<file path="config.mk">
export PLATFORM = sky130hd
export DESIGN_NAME = reg_write_arbiter
export DESIGN_NICKNAME = d
export VERILOG_FILES = /design/src/rtl/reg_arb_pkg.sv /design/src/rtl/wb_fifo.sv /design/src/rtl/reg_write_arbiter.sv
export SDC_FILE = /design/constraint.sdc
export NUM_CORES = 1
export LEC_CHECK = 0
export BUFFER_PORTS_ARGS = -buffer_cell sky130_fd_sc_hd__buf_2
export CAP_MARGIN = 20
export CELL_PAD_IN_SITES_DETAIL_PLACEMENT = 1
export CELL_PAD_IN_SITES_GLOBAL_PLACEMENT = 1
export CORE_ASPECT_RATIO = 0.5
export CORE_UTILIZATION = 44
export DETAILED_ROUTE_END_ITERATION = 10
export GPL_TIMING_DRIVEN = 0
export PLACE_DENSITY_LB_ADDON = 0.05
export SLEW_MARGIN = 40
export SYNTH_ARGS = -nofsm -noshare
export SYNTH_HDL_FRONTEND = slang
export SYNTH_SLANG_ARGS = --single-unit
</file>
<file path="constraint.sdc">
create_clock -name CLK -period 7.1 [get_ports CLK]
set_input_delay 0 -clock CLK [delete_from_list [all_inputs] [get_ports CLK]]
set_output_delay 0 -clock CLK [all_outputs]
set_load 0.03 [all_outputs]
</file>
<file path="src/rtl/reg_arb_pkg.sv">
// ---------------------------------------------------------------------------
// reg_arb_pkg
//   Shared types and constants for the register-file write-port arbiter.
//
//   REG_AW / REG_DW : storage widths of a buffered writeback request. The
//                     arbiter's ADDRESS_WIDTH / DATA_WIDTH parameters default
//                     to these and must stay equal to them.
//   REG_ZERO        : the hard-wired zero register. Writes to it are never
//                     live, and it never raises a hazard.
//   wb_req_t        : one writeback request (valid, destination, data).
//   addr_hit()      : a read-address match against a destination. A zero
//                     read address never matches.
// ---------------------------------------------------------------------------
package reg_arb_pkg;

  localparam int REG_AW = 5;
  localparam int REG_DW = 32;

  localparam logic [REG_AW-1:0] REG_ZERO = '0;

  typedef struct packed {
    logic              vld;
    logic [REG_AW-1:0] rd;
    logic [REG_DW-1:0] data;
  } wb_req_t;

  // Reading x0 can never conflict with a pending write, so a zero check
  // address is masked here rather than at every call site.
  function automatic logic addr_hit(input logic [REG_AW-1:0] entry_rd,
                                    input logic [REG_AW-1:0] chk);
    return (chk != REG_ZERO) && (entry_rd == chk);
  endfunction

endpackage

</file>
<file path="src/rtl/wb_fifo.sv">
// ---------------------------------------------------------------------------
// wb_fifo
//   A DEPTH-entry circular FIFO that holds port-1 writeback requests that
//   lost arbitration. The read and write pointers carry an extra wrap bit,
//   so the full and empty states can be told apart.
//
//   Ports
//     clk, rst          : clock, synchronous active-high reset
//     push, push_req    : enqueue a request. Ignored when full.
//     pop               : dequeue the head. Ignored when empty.
//     squash_en/_rd     : clear the valid bit of every entry whose rd matches
//     chk_a1, chk_a2    : decode-stage read addresses for the hazard check
//     head              : the current head entry. head.vld=0 means the head
//                         was squashed, or the FIFO is empty.
//     empty, full       : occupancy flags
//     hazard            : some valid entry targets chk_a1 or chk_a2
// ---------------------------------------------------------------------------
module wb_fifo
  import reg_arb_pkg::*;
#(
  parameter int DEPTH = 4
) (
  input  logic              clk,
  input  logic              rst,
  input  logic              push,
  input  wb_req_t           push_req,
  input  logic              pop,
  input  logic              squash_en,
  input  logic [REG_AW-1:0] squash_rd,
  input  logic [REG_AW-1:0] chk_a1,
  input  logic [REG_AW-1:0] chk_a2,
  output wb_req_t           head,
  output logic              empty,
  output logic              full,
  output logic              hazard
);

  localparam int PW = $clog2(DEPTH);

  logic [PW:0]       wr_ptr_reg;
  logic [PW:0]       rd_ptr_reg;
  logic [PW-1:0]     wr_idx;
  logic [PW-1:0]     rd_idx;
  logic              push_fire;
  logic              pop_fire;
  logic [REG_AW-1:0] rd_mem   [DEPTH];
  logic [REG_DW-1:0] data_mem [DEPTH];
  logic [DEPTH-1:0]  vld_vec;
  logic [DEPTH-1:0]  hit_vec;

  assign wr_idx = wr_ptr_reg[PW-1:0];
  assign rd_idx = rd_ptr_reg[PW-1:0];

  assign empty = (wr_ptr_reg == rd_ptr_reg);
  assign full  = (wr_ptr_reg[PW] != rd_ptr_reg[PW]) && (wr_idx == rd_idx);

  assign push_fire = push && !full;
  assign pop_fire  = pop && !empty;

  always_ff @(posedge clk) begin
    if (rst) begin
      wr_ptr_reg <= '0;
      rd_ptr_reg <= '0;
    end else begin
      if (push_fire) wr_ptr_reg <= wr_ptr_reg + (PW+1)'(1);
      if (pop_fire)  rd_ptr_reg <= rd_ptr_reg + (PW+1)'(1);
    end
  end

  // The payload needs no reset. Occupancy and validity are tracked only by
  // the per-entry valid bits and the pointers.
  always_ff @(posedge clk) begin
    if (push_fire) begin
      rd_mem[wr_idx]   <= push_req.rd;
      data_mem[wr_idx] <= push_req.data;
    end
  end

  // A valid bit is cleared when its entry is popped. So a set bit always
  // means "occupied and not squashed", and the hazard OR needs no separate
  // occupancy mask. A push never targets an occupied slot, so giving push
  // priority over squash cannot resurrect a squashed entry.
  generate
    for (genvar gi = 0; gi < DEPTH; gi++) begin : g_entry
      logic vld_reg;

      always_ff @(posedge clk) begin
        if (rst) begin
          vld_reg <= 1'b0;
        end else if (push_fire && (wr_idx == PW'(gi))) begin
          vld_reg <= push_req.vld;
        end else if (pop_fire && (rd_idx == PW'(gi))) begin
          vld_reg <= 1'b0;
        end else if (squash_en && vld_reg && (rd_mem[gi] == squash_rd)) begin
          vld_reg <= 1'b0;
        end
      end

      assign vld_vec[gi] = vld_reg;
      assign hit_vec[gi] = vld_reg &&
                           (addr_hit(rd_mem[gi], chk_a1) || addr_hit(rd_mem[gi], chk_a2));
    end
  endgenerate

  assign hazard = |hit_vec;

  always_comb begin
    head      = '0;
    head.vld  = vld_vec[rd_idx];
    head.rd   = rd_mem[rd_idx];
    head.data = data_mem[rd_idx];
  end

endmodule

</file>
<file path="src/rtl/reg_write_arbiter.sv">
// ---------------------------------------------------------------------------
// reg_write_arbiter
//   Shares the register file's single write port (WE3/A3/WD3) between two
//   writeback sources:
//     - port 0: the in-order pipeline writeback. It has top priority and no
//       back-pressure.
//     - port 1: a multi-cycle unit with a valid/ready handshake. Its results
//       wait in a DEPTH-entry FIFO when they cannot be written at once.
//   A decode-stage hazard flag reports reads of registers that still have a
//   write pending in the FIFO. If port 0 keeps winning while the FIFO holds
//   data, a one-cycle pipe_stall is raised so that the FIFO head can drain.
//
//   Ports
//     CLK, RST                   : clock, synchronous active-high reset
//     p0_valid/p0_rd/p0_data     : pipeline writeback request
//     p1_valid/p1_rd/p1_data     : multi-cycle unit result
//     p1_ready                   : port-1 handshake accept (FIFO not full)
//     chk_a1, chk_a2             : decode-stage read addresses
//     hazard                     : a read address matches a pending FIFO write
//     pipe_stall                 : the pipeline must hold its writeback stage
//     WE3/A3/WD3                 : register file write port (combinational)
// ---------------------------------------------------------------------------
module reg_write_arbiter
  import reg_arb_pkg::*;
#(
  parameter int ADDRESS_WIDTH = REG_AW,
  parameter int DATA_WIDTH    = REG_DW,
  parameter int DEPTH         = 4,
  parameter int STARVE_MAX    = 8
) (
  input  logic                     CLK,
  input  logic                     RST,
  input  logic                     p0_valid,
  input  logic [ADDRESS_WIDTH-1:0] p0_rd,
  input  logic [DATA_WIDTH-1:0]    p0_data,
  input  logic                     p1_valid,
  output logic                     p1_ready,
  input  logic [ADDRESS_WIDTH-1:0] p1_rd,
  input  logic [DATA_WIDTH-1:0]    p1_data,
  input  logic [ADDRESS_WIDTH-1:0] chk_a1,
  input  logic [ADDRESS_WIDTH-1:0] chk_a2,
  output logic                     hazard,
  output logic                     pipe_stall,
  output logic                     WE3,
  output logic [ADDRESS_WIDTH-1:0] A3,
  output logic [DATA_WIDTH-1:0]    WD3
);

  localparam int CW = (STARVE_MAX > 2) ? $clog2(STARVE_MAX) : 1;

  wb_req_t                  head;
  wb_req_t                  push_req;
  logic                     fifo_empty;
  logic                     fifo_full;
  logic                     fifo_push;
  logic                     fifo_pop;
  logic                     fifo_hazard;

  logic                     p0_live;
  logic                     p1_live;
  logic                     p0_win;
  logic                     bypass;
  logic                     p1_accept;
  logic                     lose;
  logic                     starve_hit;

  logic                     we_sel;
  logic [ADDRESS_WIDTH-1:0] a3_sel;
  logic [DATA_WIDTH-1:0]    wd3_sel;

  logic [CW-1:0]            starve_cnt_reg;
  logic [CW-1:0]            starve_cnt_next;
  logic                     stall_reg;

  // A write to the zero register is never a live request.
  assign p0_live = p0_valid && (p0_rd != REG_ZERO);
  assign p1_live = p1_valid && (p1_rd != REG_ZERO);

  assign pipe_stall = stall_reg;

  // Grant mux. It is purely combinational, so a winning request reaches the
  // register file in the same cycle that it is presented.
  always_comb begin
    we_sel   = 1'b0;
    a3_sel   = '0;
    wd3_sel  = '0;
    fifo_pop = 1'b0;
    p0_win   = 1'b0;
    bypass   = 1'b0;
    if (stall_reg) begin
      // Drain cycle. The pipeline holds p0 and presents it again next cycle.
      if (!fifo_empty) begin
        fifo_pop = 1'b1;
        if (head.vld) begin
          we_sel  = 1'b1;
          a3_sel  = head.rd;
          wd3_sel = head.data;
        end
      end
    end else if (p0_live) begin
      p0_win  = 1'b1;
      we_sel  = 1'b1;
      a3_sel  = p0_rd;
      wd3_sel = p0_data;
    end else if (!fifo_empty) begin
      // A squashed head still uses up this slot. It is popped, but no write
      // is issued for it.
      fifo_pop = 1'b1;
      if (head.vld) begin
        we_sel  = 1'b1;
        a3_sel  = head.rd;
        wd3_sel = head.data;
      end
    end else if (p1_live) begin
      bypass  = 1'b1;
      we_sel  = 1'b1;
      a3_sel  = p1_rd;
      wd3_sel = p1_data;
    end
  end

  // No write is allowed while reset is asserted. Otherwise a half-drained
  // FIFO could still put a stale head on the write port.
  assign WE3 = we_sel && !RST;
  assign A3  = RST ? '0 : a3_sel;
  assign WD3 = RST ? '0 : wd3_sel;

  // Ready depends only on the stored occupancy. A pop in the same cycle does
  // not free a slot for a push, which keeps ready off the grant path.
  assign p1_ready  = !fifo_full;
  assign p1_accept = p1_valid && p1_ready && !bypass;

  // A result for x0 completes its handshake but is never buffered.
  assign fifo_push = p1_accept && p1_live;

  always_comb begin
    push_req      = '0;
    push_req.vld  = 1'b1;
    push_req.rd   = p1_rd;
    push_req.data = p1_data;
  end

  wb_fifo #(
    .DEPTH (DEPTH)
  ) u_fifo (
    .clk       (CLK),
    .rst       (RST),
    .push      (fifo_push),
    .push_req  (push_req),
    .pop       (fifo_pop),
    .squash_en (p0_win),
    .squash_rd (p0_rd),
    .chk_a1    (chk_a1),
    .chk_a2    (chk_a2),
    .head      (head),
    .empty     (fifo_empty),
    .full      (fifo_full),
    .hazard    (fifo_hazard)
  );

  // The incoming p1 request is deliberately left out of the hazard flag.
  assign hazard = fifo_hazard;

  // Starvation tracking. A "lost" cycle is one in which p0 takes the port
  // while the FIFO has something waiting. The STARVE_MAX-th consecutive lost
  // cycle arms the stall flag for the following cycle. Any pop, or an empty
  // FIFO, restarts the count.
  assign lose       = p0_win && !fifo_empty;
  assign starve_hit = lose && (starve_cnt_reg == CW'(STARVE_MAX - 1));

  always_comb begin
    starve_cnt_next = starve_cnt_reg;
    if (fifo_pop || fifo_empty || starve_hit) begin
      starve_cnt_next = '0;
    end else if (lose) begin
      starve_cnt_next = starve_cnt_reg + CW'(1);
    end
  end

  always_ff @(posedge CLK) begin
    if (RST) begin
      starve_cnt_reg <= '0;
      stall_reg      <= 1'b0;
    end else begin
      starve_cnt_reg <= starve_cnt_next;
      stall_reg      <= starve_hit;
    end
  end

endmodule
</file>
# Yosys cells after proc, flatten, opt, wreduce, memory -nomap -nowiden
# Memories as Yosys holds them, arrays and structs flattened. A register that Yosys moved wholly into a read port is not among the register bits.
# Cells that the tools add are included.
[totals]
mem_bits_rw = 148
input_bits = 88
ff_bits = 14
elab_cells = 145
memories = 2
out_inout_bits = 41
[mem_list]
columns = ["memory", "depth", "word_bits", "rd", "rd_ports_with_merged_regs", "wr", "line_no", "rtl"]
rows = [
  ["u_fifo.data_mem", 4, 32, 1, 1, 1, "wb_fifo.sv:47", "logic [REG_DW-1:0] data_mem [DEPTH];"],
  ["u_fifo.rd_mem", 4, 5, 5, 1, 1, "wb_fifo.sv:46", "logic [REG_AW-1:0] rd_mem [DEPTH];"],
]
[op_classes]
n_lt_le_gt_ge = 1
reduce_logical = 61
add_sub_neg = 3
n_eq_ne = 22
n_mux = 48
[op_table]
columns = ["op", "count"]
rows = [
  ["two-way mux 32 bit", 7],
  ["== test 5 bit", 12],
  ["logical AND 1 bit", 39],
  ["two-way mux 5 bit", 7],
  ["two-way mux 1 bit", 29],
  ["nonzero test 5 bit", 4],
  ["nonzero test 3 bit", 4],
  ["adder 3 x 1 -> 3 bit, second input constant", 3],
  ["== test 2 bit, second input constant", 4],
  ["two-way mux 2 bit", 4],
  ["logical OR 1 bit", 6],
  ["== test 2 x 1 -> 1 bit, second input constant", 2],
  ["logical NOT 1 bit", 4],
  ["logical NOT 2 bit", 2],
  ["OR reduction 4 bit", 1],
  ["== test 3 bit", 1],
  ["== test 3 bit, second input constant", 1],
  ["< comparator 2 x 3 -> 1 bit, second input constant", 1],
  ["binary-select mux 1 bit (select 2 bit)", 1],
  ["== test 2 bit", 1],
  ["OR reduction 2 bit", 1],
  ["!= test 1 bit", 1],
]

# Logic depth before layout (Yosys ltp)
# Gate-level depths: netlist of the first run.
[depth]
ltp_word = 12
depth_mapped = 8
ltp_nobuf = 5

# Modules after synthesis
# From an unflattened synthesis of the first run, not the netlist that was laid out.
[unflattened]
cells_unflattened = 678
hier_area_um2 = 8630.8
[modules_own_cells]
columns = ["module", "cells_per_inst", "n_inst", "seq_area_each_um2", "area_per_inst_um2"]
rows = [
  ["wb_fifo", 374, 1, 4684.5, 6799.0],
  ["reg_write_arbiter", 304, 1, 80.1, 1831.8],
]

# Worst setup path before layout of the first run
# Ideal clock, no wire load.
[synth_timing]
kind = "register to register"
from = "register u_fifo.rd_ptr_reg[0]"
to = "memory u_fifo.data_mem[3][0], enable pin"
period_less_slack_ps = 4277
setup_ps = 495
path_buffers = 0
slack_ps = 2823
required_ps = 6605
stages_incl_launch_ff = 4
t_arrival_ps = 3782
cell_sequence = "dfxtp_1 xor2_1 a211oi_1 a211oi_1"
[synth_between]
elab_chain_cells = 10
word_cells_on_any_way = 14
cone_classes = "eq/ne (2); mux (5); reduce/logical (7)"
[synth_lines]
columns = ["element", "line_no", "rtl"]
rows = [
  ["from (decl)", "wb_fifo.sv:41", "logic [PW:0] rd_ptr_reg;"],
  ["from (signal assigned)", "wb_fifo.sv:66", "if (pop_fire) rd_ptr_reg <= rd_ptr_reg + (PW+1)'(1);"],
  ["== test 3 bit", "wb_fifo.sv:54", "assign empty = (wr_ptr_reg == rd_ptr_reg);"],
  ["two-way mux 1 bit", "reg_write_arbiter.sv:105", "end else if (!fifo_empty) begin"],
  ["two-way mux 1 bit", "reg_write_arbiter.sv:100", "end else if (p0_live) begin"],
  ["two-way mux 1 bit", "reg_write_arbiter.sv:90", "if (stall_reg) begin"],
  ["logical NOT 1 bit", "reg_write_arbiter.sv:131", "assign p1_accept = p1_valid && p1_ready && !bypass;"],
  ["logical AND 1 bit", "reg_write_arbiter.sv:131", ""],
  ["logical AND 1 bit", "reg_write_arbiter.sv:134", "assign fifo_push = p1_accept && p1_live;"],
  ["logical AND 1 bit (*)", "wb_fifo.sv:57", "assign push_fire = push && !full;"],
  ["two-way mux 1 bit (*)", "wb_fifo.sv:73", "if (push_fire) begin"],
  ["two-way mux 1 bit (not written as such) (*)", "wb_fifo.sv:75", "data_mem[wr_idx] <= push_req.data;"],
  ["to (decl)", "wb_fifo.sv:47", ""],
]
# Every way passes the cells marked *; elsewhere a longest branch is shown, timed or not.

# Worst setup path after layout of the first run
[layout_timing]
from = "register u_fifo.rd_ptr_reg[0]"
to = "output port WD3[7]"
[layout_between]
elab_chain_cells = 7
word_cells_on_any_way = 9
cone_classes = "eq/ne (1); mux (8)"
[layout_lines]
columns = ["element", "line_no", "rtl"]
rows = [
  ["binary-select mux 1 bit (select 2 bit)", "wb_fifo.sv:109", "head.vld = vld_vec[rd_idx];"],
  ["two-way mux 1 bit (not written as such)", "wb_fifo.sv:109", ""],
  ["two-way mux 32 bit", "reg_write_arbiter.sv:94, reg_write_arbiter.sv:109", ""],
  ["two-way mux 32 bit", "reg_write_arbiter.sv:105", ""],
  ["two-way mux 32 bit", "reg_write_arbiter.sv:100", ""],
  ["two-way mux 32 bit (*)", "reg_write_arbiter.sv:90", ""],
  ["two-way mux 32 bit (*)", "reg_write_arbiter.sv:126", "assign WD3 = RST ? '0 : wd3_sel;"],
  ["to (decl)", "reg_write_arbiter.sv:46", "output logic [DATA_WIDTH-1:0] WD3"],
]
# Every way passes the cells marked *; elsewhere a longest branch is shown, timed or not. The select of a mux whose other input is x is not followed.

==> tab_implementation.tex, run 1 <==
\begin{tabular}{lr}
\hline
Metric & Value \\
\hline
\multicolumn{2}{l}{\textbf{Status}} \\
\quad Result of the run & complete, no violations \\
\multicolumn{2}{l}{\textbf{Yosys}} \\
\quad Post-synth ARST share & 0\% \\
\quad Mapped Cells & around 510 \\
\quad Synthesized-area fraction occupied by xor and xnor cells & 7.78\% \\
\quad Cell accounting for the most synthesized area & sky130\_fd\_sc\_hd\_\_edfxtp\_1 \\
\quad Mux cell area share after synthesis & roughly 11\% \\
\quad Share of Yosys cell area claimed by the top area cell type & 58.0\% \\
\quad Post-Synth Adder-Cell Area & under 10\% \\
\quad Count of flip-flops with a built-in enable after synthesis & 148 \\
\quad Average instance area after synthesis & 15.0 µm² \\
\quad Fraction of the mapped netlist area in simple logic gates & under 10\% \\
\quad Post-synth cell types & 41 \\
\quad Cell types with the largest area share after synthesis & sky130\_fd\_sc\_hd\_\_edfxtp\_1 58\%, sky130\_fd\_sc\_hd\_\_mux4\_2 11\%, sky130\_fd\_sc\_hd\_\_xnor2\_1 4.5\% \\
\quad Syn\_nets & between 600 and 700 \\
\quad Seq cells post-synth & 164 \\
\quad Fraction of the mapped netlist area in compound gates & 8.04\% \\
\quad Main flop type after synthesis & sky130\_fd\_sc\_hd\_\_edfxtp\_1 \\
\quad Synthesis Warnings & 0 \\
\quad Combinational family with the most area after synthesis & multiplexers \\
\quad Post-Synthesis Cell Area & 7660 µm² \\
\quad Register area share after synthesis & 62.2\% \\
\multicolumn{2}{l}{\textbf{Worst setup path}} \\
\quad Endpoint of the most critical register-to-register path & u\_fifo.data\_mem[3][21] \\
\quad CP Data Arrival Time & 3220 ps \\
\quad Critical path required time & 7100 ps \\
\quad Worst Path Max Fanout & 10 \\
\quad R2r startpoint & u\_fifo.rd\_ptr\_reg[0] \\
\quad Critical path class & flop to primary output \\
\quad Register-to-Register Path Depth & 6 \\
\quad Critical-path cell with the highest stage delay & sky130\_fd\_sc\_hd\_\_nor4\_4 \\
\quad Element type at the critical path end & primary output \\
\quad Cell Chain, Critical Path & xor2\_1, or3\_1, clkbuf\_1, nor4\_4, buf\_4, a22oi\_1, a21oi\_1, buf\_2 \\
\quad Biggest cell delay along the critical path & 590 ps \\
\quad Nature of the critical path startpoint & flop \\
\quad Register-to-register path setup slack & 4530 ps \\
\multicolumn{2}{l}{\textbf{Timing}} \\
\quad Number of slew-limit violations in the final report & 0 \\
\quad Final clock period utilization by the worst path & 45.3\% \\
\quad Actual slew at the worst max-slew pin & slightly below 800 ps \\
\quad Final hold viol count & 0 \\
\quad Setup repair after global routing missed its margin & no \\
\quad Peak Freq & approximately 0.31 GHz \\
\quad Tightest slew margin relative to the limit & 47.3\% \\
\quad Sum Neg Setup Slack & 0 ps \\
\quad Clock Skews & 9.54 ps \\
\quad Final setup violation count & 0 \\
\quad Tightest hold margin & 172 ps \\
\quad Tmin final & $\sim$3200 ps \\
\multicolumn{2}{l}{\textbf{Finish}} \\
\quad Count of antenna diodes in the layout & 0 \\
\quad Footprint of the multi-input gates & 2730 µm² \\
\quad Total Nets Final & 782 \\
\quad Max reg flops & 128 \\
\quad Synth-to-Final Area Change & 25.6\% \\
\quad Post-route non-filler standard cell count & a little over 900 \\
\quad Sequential cell area & between 4000 and 5000 µm² \\
\quad Filler cells & 1649 \\
\quad Share of post-route cells with drive strength above 1 & 29.5\% \\
\multicolumn{2}{l}{\textbf{Flow run}} \\
\quad Max cap viols & 0 \\
\multicolumn{2}{l}{\textbf{Die}} \\
\quad Initial Util & 45.9\% \\
\quad Total I/O pin count & 129 \\
\quad Die Outline Area & approximately 18000 µm² \\
\quad Height of the chip & 95.3 µm \\
\quad Core Region & 16700 µm² \\
\quad Die span in x & 189 µm \\
\quad Number of rows in the core area & 33 \\
\multicolumn{2}{l}{\textbf{Placement}} \\
\quad Number of buffer cells added on primary ports & 112 \\
\quad Number of instances in the placed design & 855 \\
\quad HPWL after detailed placement & 13600 µm \\
\quad Routability Congestion & about 0.84 \\
\multicolumn{2}{l}{\textbf{Power}} \\
\quad Leakage & 0.00337 µW \\
\quad Highest ir drop seen on vdd & around 180 µV \\
\quad Cell Pwr Density & around 320 nW/µm² \\
\multicolumn{2}{l}{\textbf{Route}} \\
\quad Number of design-rule violations left by the first detailed-router iteration & 340 \\
\quad Overall via count from detail\_route & 5023 \\
\quad WL per Instance & 21.8 µm \\
\quad DRC viols & 0 \\
\quad Drt pass-1 iters & 5 \\
\quad Overall routed net length & 20100 µm \\
\quad Vias per cell & about 5.5 \\
\quad Antenna Nets Post-Route & 0 \\
\multicolumn{2}{l}{\textbf{CTS}} \\
\quad Worst-Skew Late Latency & between 400 and 500 ps \\
\quad Number of sinks on the clock net & 164 \\
\quad CTS tree & done \\
\quad CTS Buffer Depth & 2 \\
\quad Number of post-CTS setup repair buffers & 0 \\
\quad Number of buffers created by CTS & 17 \\
\quad Clock slew at reported path FFs & 60 ps \\
\quad Clock Root Buffer & sky130\_fd\_sc\_hd\_\_clkbuf\_16 \\
\quad CTS H-Tree Depth & 4 \\
\multicolumn{2}{l}{\textbf{Global route}} \\
\quad Overall global routing resource usage & 24.2\% \\
\quad Overflow left after global routing & 0 \\
\quad Initial antenna violation count & 0 \\
\quad Maximum number of pins on one net before global-route repair & 29 \\
\quad Global-route wire length before repair & 31400 µm \\
\quad Vias in the first global route & 5361 \\
\multicolumn{2}{l}{\textbf{Worst hold path}} \\
\quad Terminating pin of the worst hold path & starve\_cnt\_reg[0] \\
\quad Path class of the lowest-slack min-delay path & input pin to flop \\
\quad Number of stages on the worst hold path & 3 \\
\quad HP Start & RST \\
\hline
\end{tabular}
-- kinds of logic after synthesis --
| kind of cell | count (synthesis) |
|---|---|
| flip-flops | 164 |
| XOR/XNOR | 68 |
| multiplexers | 39 |
| AND/OR/NAND/NOR | 93 |
| adder cells (fa/ha/maj) | 10 |
| AO/OA/AOI/OAI | 90 |
| buffers and inverters | 45 |
-- cell usage after synthesis (11+ instances only) --
library cell / n
sky130_fd_sc_hd__clkbuf_1: 31
sky130_fd_sc_hd__xnor2_1: 39
sky130_fd_sc_hd__a221o_1: 11
sky130_fd_sc_hd__edfxtp_1: 148
sky130_fd_sc_hd__dfxtp_1: 16
sky130_fd_sc_hd__nor2_1: 13
sky130_fd_sc_hd__nand2_1: 26
sky130_fd_sc_hd__nor3b_1: 11
sky130_fd_sc_hd__xor2_1: 29
sky130_fd_sc_hd__a22oi_1: 26
sky130_fd_sc_hd__mux4_2: 38
sky130_fd_sc_hd__nand3_1: 13
sky130_fd_sc_hd__a21oi_1: 33
-- area by class of cell --
| cell class | instances | area share, % |
|---|---|---|
| tap | 227 | 2.95 |
| timing repair buffer | 156 | 10.6 |
| buffer | 40 | 1.78 |
| clock inverter | 12 | 2.12 |
| multi-input combinational | 300 | 28.4 |
| inverter | 5 | 0.195 |
| sequential | 164 | 49.6 |
| clock buffer | 17 | 4.42 |
-- metal layers --
layer / part of all wire [%] / GRT usage [%] / vias to the layer above
li1: - / - / 2330
met1: 45 / 32.7 / 2544
met2: 49 / 40.3 / 133
met3: 5.1 / 5.08 / 16
met4: 0.93 / 6.45 / 0
met5: 0 / 0 / -
-- cell usage in the layout, fill, tap and decap left out, types with 3 or more instances in the layout --
master and n:
sky130_fd_sc_hd__nor3b_1 11, sky130_fd_sc_hd__xor2_1 29, sky130_fd_sc_hd__mux4_2 38, sky130_fd_sc_hd__a22oi_1 26, sky130_fd_sc_hd__a221o_1 11, sky130_fd_sc_hd__nor2_1 13, sky130_fd_sc_hd__or4_1 3, sky130_fd_sc_hd__edfxtp_1 148
sky130_fd_sc_hd__inv_1 5, sky130_fd_sc_hd__o21ba_2 3, sky130_fd_sc_hd__clkbuf_1 28, sky130_fd_sc_hd__nand3_1 13, sky130_fd_sc_hd__clkbuf_16 17, sky130_fd_sc_hd__o41ai_1 3, sky130_fd_sc_hd__clkbuf_2 3, sky130_fd_sc_hd__buf_4 7
sky130_fd_sc_hd__bufinv_16 5, sky130_fd_sc_hd__and2_4 3, sky130_fd_sc_hd__buf_12 3, sky130_fd_sc_hd__a21oi_1 33, sky130_fd_sc_hd__nand2_1 26, sky130_fd_sc_hd__xnor2_1 39, sky130_fd_sc_hd__buf_2 117, sky130_fd_sc_hd__dfxtp_1 16
sky130_fd_sc_hd__o21ai_0 4, sky130_fd_sc_hd__nor4_1 9, sky130_fd_sc_hd__ha_1 10, sky130_fd_sc_hd__dlygate4sd3_1 37
-- per-stage QoR --
stage | setup WS (ps) | total power (µW) | utilization [%] | area, µm²
floorplan | 2820 | 1780 | - | 7660
global route | 3720 | 3160 | 57.6 | 9620
finish | 3880 | 3030 | 57.6 | 9620
detailed placement | 4320 | 2040 | 51.7 | 8620
CTS | 3830 | 3060 | 57.6 | 9620
global placement | 289 | 2010 | 51.0 | 8500
-- how the worst max path moves through the flow --
stage / startpoint / endpoint / cells after the start
after floorplan: u_fifo.rd_ptr_reg[0] / u_fifo.data_mem[3][0] / 3
after global placement: u_fifo.rd_ptr_reg[0] / u_fifo.data_mem[3][21] / 3
after detailed placement: u_fifo.rd_ptr_reg[0] / WD3[7] / 8
after CTS: u_fifo.rd_ptr_reg[0] / WD3[7] / 8
after global routing: u_fifo.rd_ptr_reg[0] / WD3[7] / 8
final: u_fifo.rd_ptr_reg[0] / WD3[7] / 8
-- what timing repair did --
item                                   CTS  global route
hold buffers                            37             0
gates resized for setup                  0             0
endpoints found under the hold margin  148             0
-- critical path, delay by kind of cell (launching register included) --
kind / cells / cell delay (ps)
and+or+nand+nor: 2 / 990
AOI/OAI and AO/OA: 2 / 330
buffers and inverters: 3 / 760
xor gates and xnor gates: 1 / 200
DFF: 1 / 500
-- power by group --
part | switching (µW) | leakage (µW) | internal, µW
Sequential | 53.7 | 0.00148 | 1170
Combinational | 453 | 0.00159 | 354
Clock | 380 | 0.000307 | 621
No activity file was read; power rests on OpenSTA's default activity.
==> run 2, diff against run 1 <==
Settings changed: ABC_AREA from default to 1.
Clock period 7.1 ns to 3 ns, I/O delays scaled along.
==> tab_implementation.tex, run 2 <==
\begin{tabular}{lr}
\hline
Metric & Value \\
\hline
\multicolumn{2}{l}{\textbf{CTS}} \\
\quad Number of sinks on the clock net & 164 (unchanged) \\
\quad CTS Buffer Depth & 2 (unchanged) \\
\quad Worst-Skew Late Latency & 420 ps (was 430 ps) \\
\quad Number of buffers created by CTS & 17 (unchanged) \\
\quad CTS tree & done (unchanged) \\
\quad Clock Root Buffer & sky130\_fd\_sc\_hd\_\_clkbuf\_16 (unchanged) \\
\quad Number of instances resized during post-cts repair & 0 (unchanged) \\
\quad CTS H-Tree Depth & 4 (unchanged) \\
\quad Clock slew at reported path FFs & 70 ps (was 60 ps) \\
\multicolumn{2}{l}{\textbf{Finish}} \\
\quad Synth-to-Final Area Change & 22.9\% (was 25.6\%) \\
\quad Filler cells & 2206 (was 1649) \\
\quad Footprint of the multi-input gates & 3120 µm² (was 2730 µm²) \\
\quad Total Nets Final & 1198 (was 782) \\
\quad Most common cell after layout, fill and taps aside & sky130\_fd\_sc\_hd\_\_nand2\_1 (was sky130\_fd\_sc\_hd\_\_edfxtp\_1) \\
\quad Sequential cell area & 4760 µm² (unchanged) \\
\quad Share of post-route cells with drive strength above 1 & 17.9\% (was 29.5\%) \\
\quad Most frequent cells in the layout & 247 x sky130\_fd\_sc\_hd\_\_nand2\_1, 148 x sky130\_fd\_sc\_hd\_\_edfxtp\_1, 129 x sky130\_fd\_sc\_hd\_\_buf\_2 (was 148 x sky130\_fd\_sc\_hd\_\_edfxtp\_1, 117 x sky130\_fd\_sc\_hd\_\_buf\_2, 39 x sky130\_fd\_sc\_hd\_\_xnor2\_1) \\
\quad Count of antenna diodes in the layout & 0 (unchanged) \\
\quad Max reg flops & 128 (unchanged) \\
\multicolumn{2}{l}{\textbf{Die}} \\
\quad Die span in x & 198 µm (was 189 µm) \\
\quad Height of the chip & 100 µm (was 95.3 µm) \\
\quad Initial Util & 45.4\% (was 45.9\%) \\
\quad Core Region & 18600 µm² (was 16700 µm²) \\
\quad Die Outline Area & 19800 µm² (was 18000 µm²) \\
\quad Total I/O pin count & 129 (unchanged) \\
\quad Number of rows in the core area & 35 (was 33) \\
\multicolumn{2}{l}{\textbf{Placement}} \\
\quad Routability Congestion & 0.861 (was 0.839) \\
\quad Number of buffer cells added on primary ports & 115 (was 112) \\
\quad HPWL after detailed placement & 18300 µm (was 13600 µm) \\
\quad DP Worst Slack & 812 ps (was 4320 ps) \\
\multicolumn{2}{l}{\textbf{Worst setup path}} \\
\quad Nature of the critical path startpoint & flop (unchanged) \\
\quad CP most frequent cell & sky130\_fd\_sc\_hd\_\_nand2\_1 \\
\quad Critical path class & flop to primary output (unchanged) \\
\quad Cell Chain, Critical Path & buf\_2, clkbuf\_1, o21ai\_0, o21ai\_0, nand2\_1, nand2\_1, nand2\_1, nand2\_1, buf\_2 (was xor2\_1, or3\_1, clkbuf\_1, nor4\_4, buf\_4, a22oi\_1, a21oi\_1, buf\_2) \\
\quad Worst Path Buf+Inv & 3 (unchanged) \\
\quad Biggest cell delay along the critical path & 430 ps (was 590 ps) \\
\quad Worst Path Max Fanout & 10 (unchanged) \\
\quad CP Data Arrival Time & 2430 ps (was 3220 ps) \\
\quad Critical path required time & 3000 ps (was 7100 ps) \\
\quad CP top delay family & buffers and inverters (was simple AND/OR/NAND/NOR gates) \\
\quad Critical-path cell with the highest stage delay & sky130\_fd\_sc\_hd\_\_clkbuf\_1 (was sky130\_fd\_sc\_hd\_\_nor4\_4) \\
\quad Element type at the critical path end & primary output (unchanged) \\
\multicolumn{2}{l}{\textbf{Yosys}} \\
\quad Mapped Cells & 926 (was 509) \\
\quad Average instance area after synthesis & 9.12 µm² (was 15.0 µm²) \\
\quad Syn\_nets & 1024 (was 607) \\
\quad Cell types with the largest area share after synthesis & sky130\_fd\_sc\_hd\_\_edfxtp\_1 53\%, sky130\_fd\_sc\_hd\_\_nand2\_1 11\%, sky130\_fd\_sc\_hd\_\_nand3\_1 5.1\% (was sky130\_fd\_sc\_hd\_\_edfxtp\_1 58\%, sky130\_fd\_sc\_hd\_\_mux4\_2 11\%, sky130\_fd\_sc\_hd\_\_xnor2\_1 4.5\%) \\
\quad Leading cell types by count after synthesis & 247 x sky130\_fd\_sc\_hd\_\_nand2\_1, 148 x sky130\_fd\_sc\_hd\_\_edfxtp\_1, 97 x sky130\_fd\_sc\_hd\_\_nor2\_1, 86 x sky130\_fd\_sc\_hd\_\_nand3\_1, 79 x sky130\_fd\_sc\_hd\_\_o21ai\_0 (was 148 x sky130\_fd\_sc\_hd\_\_edfxtp\_1, 39 x sky130\_fd\_sc\_hd\_\_xnor2\_1, 38 x sky130\_fd\_sc\_hd\_\_mux4\_2, 33 x sky130\_fd\_sc\_hd\_\_a21oi\_1, 31 x sky130\_fd\_sc\_hd\_\_clkbuf\_1) \\
\quad Cell accounting for the most synthesized area & sky130\_fd\_sc\_hd\_\_edfxtp\_1 (unchanged) \\
\quad Post-synth ARST share & 0\% (unchanged) \\
\quad Synthesis Warnings & 0 (unchanged) \\
\quad Post-synth cell types & 26 (was 41) \\
\quad Post-Synthesis Cell Area & 8450 µm² (was 7660 µm²) \\
\quad Count of flip-flops with a built-in enable after synthesis & 148 (unchanged) \\
\quad Seq cells post-synth & 164 (unchanged) \\
\quad Share of Yosys cell area claimed by the top area cell type & 52.6\% (was 58.0\%) \\
\quad Register area share after synthesis & 56.4\% (was 62.2\%) \\
\quad Main flop type after synthesis & sky130\_fd\_sc\_hd\_\_edfxtp\_1 (unchanged) \\
\quad Most frequent cell after synthesis & sky130\_fd\_sc\_hd\_\_nand2\_1 (was sky130\_fd\_sc\_hd\_\_edfxtp\_1) \\
\multicolumn{2}{l}{\textbf{Timing}} \\
\quad Peak Freq & 0.412 GHz \\
\quad Final hold viol count & 0 (unchanged) \\
\quad Final clock period utilization by the worst path & 81.0\% \\
\quad Tmin final & 2430 ps \\
\quad Final setup violation count & 0 (unchanged) \\
\quad Actual slew at the worst max-slew pin & 648 ps (was 791 ps) \\
\quad Setup repair after global routing missed its margin & no (unchanged) \\
\quad Number of slew-limit violations in the final report & 0 (unchanged) \\
\quad Clock Skews & 11.5 ps (was 9.54 ps) \\
\quad Tightest slew margin relative to the limit & 56.8\% (was 47.3\%) \\
\quad Fin worst setup slack & 571 ps (was 3880 ps) \\
\multicolumn{2}{l}{\textbf{Route}} \\
\quad DRC viols & 0 (unchanged) \\
\quad Drt pass-1 iters & 5 (unchanged) \\
\quad WL per Instance & 19.4 µm (was 21.8 µm) \\
\quad Vias per cell & 5.28 (was 5.45) \\
\quad Overall routed net length & 26500 µm (was 20100 µm) \\
\quad Antenna Nets Post-Route & 0 (unchanged) \\
\quad Number of design-rule violations left by the first detailed-router iteration & 469 (was 340) \\
\quad Overall via count from detail\_route & 7235 (was 5023) \\
\multicolumn{2}{l}{\textbf{Power}} \\
\quad Cell Pwr Density & 615 nW/µm² (was 315 nW/µm²) \\
\quad Leakage & 0.00442 µW (was 0.00337 µW) \\
\quad Highest ir drop seen on vdd & 410 µV (was 180 µV) \\
\quad Final Total Pwr & 6390 µW (was 3030 µW) \\
\multicolumn{2}{l}{\textbf{Worst hold path}} \\
\quad Path class of the lowest-slack min-delay path & input pin to flop (unchanged) \\
\multicolumn{2}{l}{\textbf{Global route}} \\
\quad Overflow left after global routing & 0 (unchanged) \\
\quad Vias in the first global route & 7357 (was 5361) \\
\quad Initial antenna violation count & 1 (was 0) \\
\quad Maximum number of pins on one net before global-route repair & 38 (was 29) \\
\quad Overall global routing resource usage & 28.0\% (was 24.2\%) \\
\quad Global-route wire length before repair & 41000 µm (was 31400 µm) \\
\multicolumn{2}{l}{\textbf{Status}} \\
\quad Result of the run & complete, no violations (unchanged) \\
\multicolumn{2}{l}{\textbf{Flow run}} \\
\quad Max cap viols & 0 (unchanged) \\
\hline
\end{tabular}
-- run 2: area by class of cell --
type	instances	share of cell area [%]
buffer	55	2.73
inverter	75	2.81
clock inverter	14	1.52
multi-input combinational	632	30.0
clock buffer	17	4.10
timing repair buffer	155	9.83
sequential	164	45.9
tap	259	3.12
-- run 2: power breakdown --
group / total [µW] / internal [µW] / switching (µW)
clock: 2140 / 1120 / 1020
sequential: 2690 / 2630 / 63.6
combinational: 1560 / 490 / 1070
total: 6390 / 4230 / 2150
-- run 2: final timing paths --
kind	end	slack (ps)	cells past startpoint	start
worst min register to register	starve_cnt_reg[0]	420	1	starve_cnt_reg[0]
worst max-delay path	A3[0]	570	9	flop
worst max register to register	u_fifo.rd_mem[2][2]	770	8	u_fifo.rd_ptr_reg[1]
worst min-delay path	u_fifo.wr_ptr_reg[2]	30	2	RST
-- run 2: logic make-up (layout without fill, tap and decap cells) --
| logic type | after synthesis | count (layout) | synth area share, % |
|---|---|---|---|
| AO/OA/AOI/OAI | 132 | 132 | 8.35 |
| adder cells (fa/ha/maj) | 10 | 10 | 1.48 |
| buffers and inverters | 130 | 316 | 6.70 |
| AND/OR/NAND/NOR | 444 | 444 | 22.3 |
| flip-flops | 164 | 164 | 56.4 |
| XOR/XNOR | 46 | 46 | 4.77 |
-- run 2: what timing repair did --
item	CTS	global route
setup buffers	0	0
hold endpoints to repair	148	0
endpoints found under the setup margin	0	0
hold buffers	37	0
-- run 2: per-stage QoR --
step	hold slack [ps]	utilization (%)	setup TNS (ps)	std cells	instance area, µm²
after global routing	79.0	55.8	0	1371	10400
after global placement	232	50.2	-10810	1300	9350
final	27.9	55.8	0	1371	10400
after floorplan	98.9	-	0	926	8450
after CTS	27.3	55.8	0	1371	10400
after detailed placement	234	50.7	0	1303	9430
-- run 2: metal layers --
metal  up-vias  GRT usage, %  wire (µm)
met1      3580          37.5      12000
met2       201          48.5      12900
met4         0          6.32        235
met5         -             0          0
li1       3435             -          -
met3        19          4.00       1390
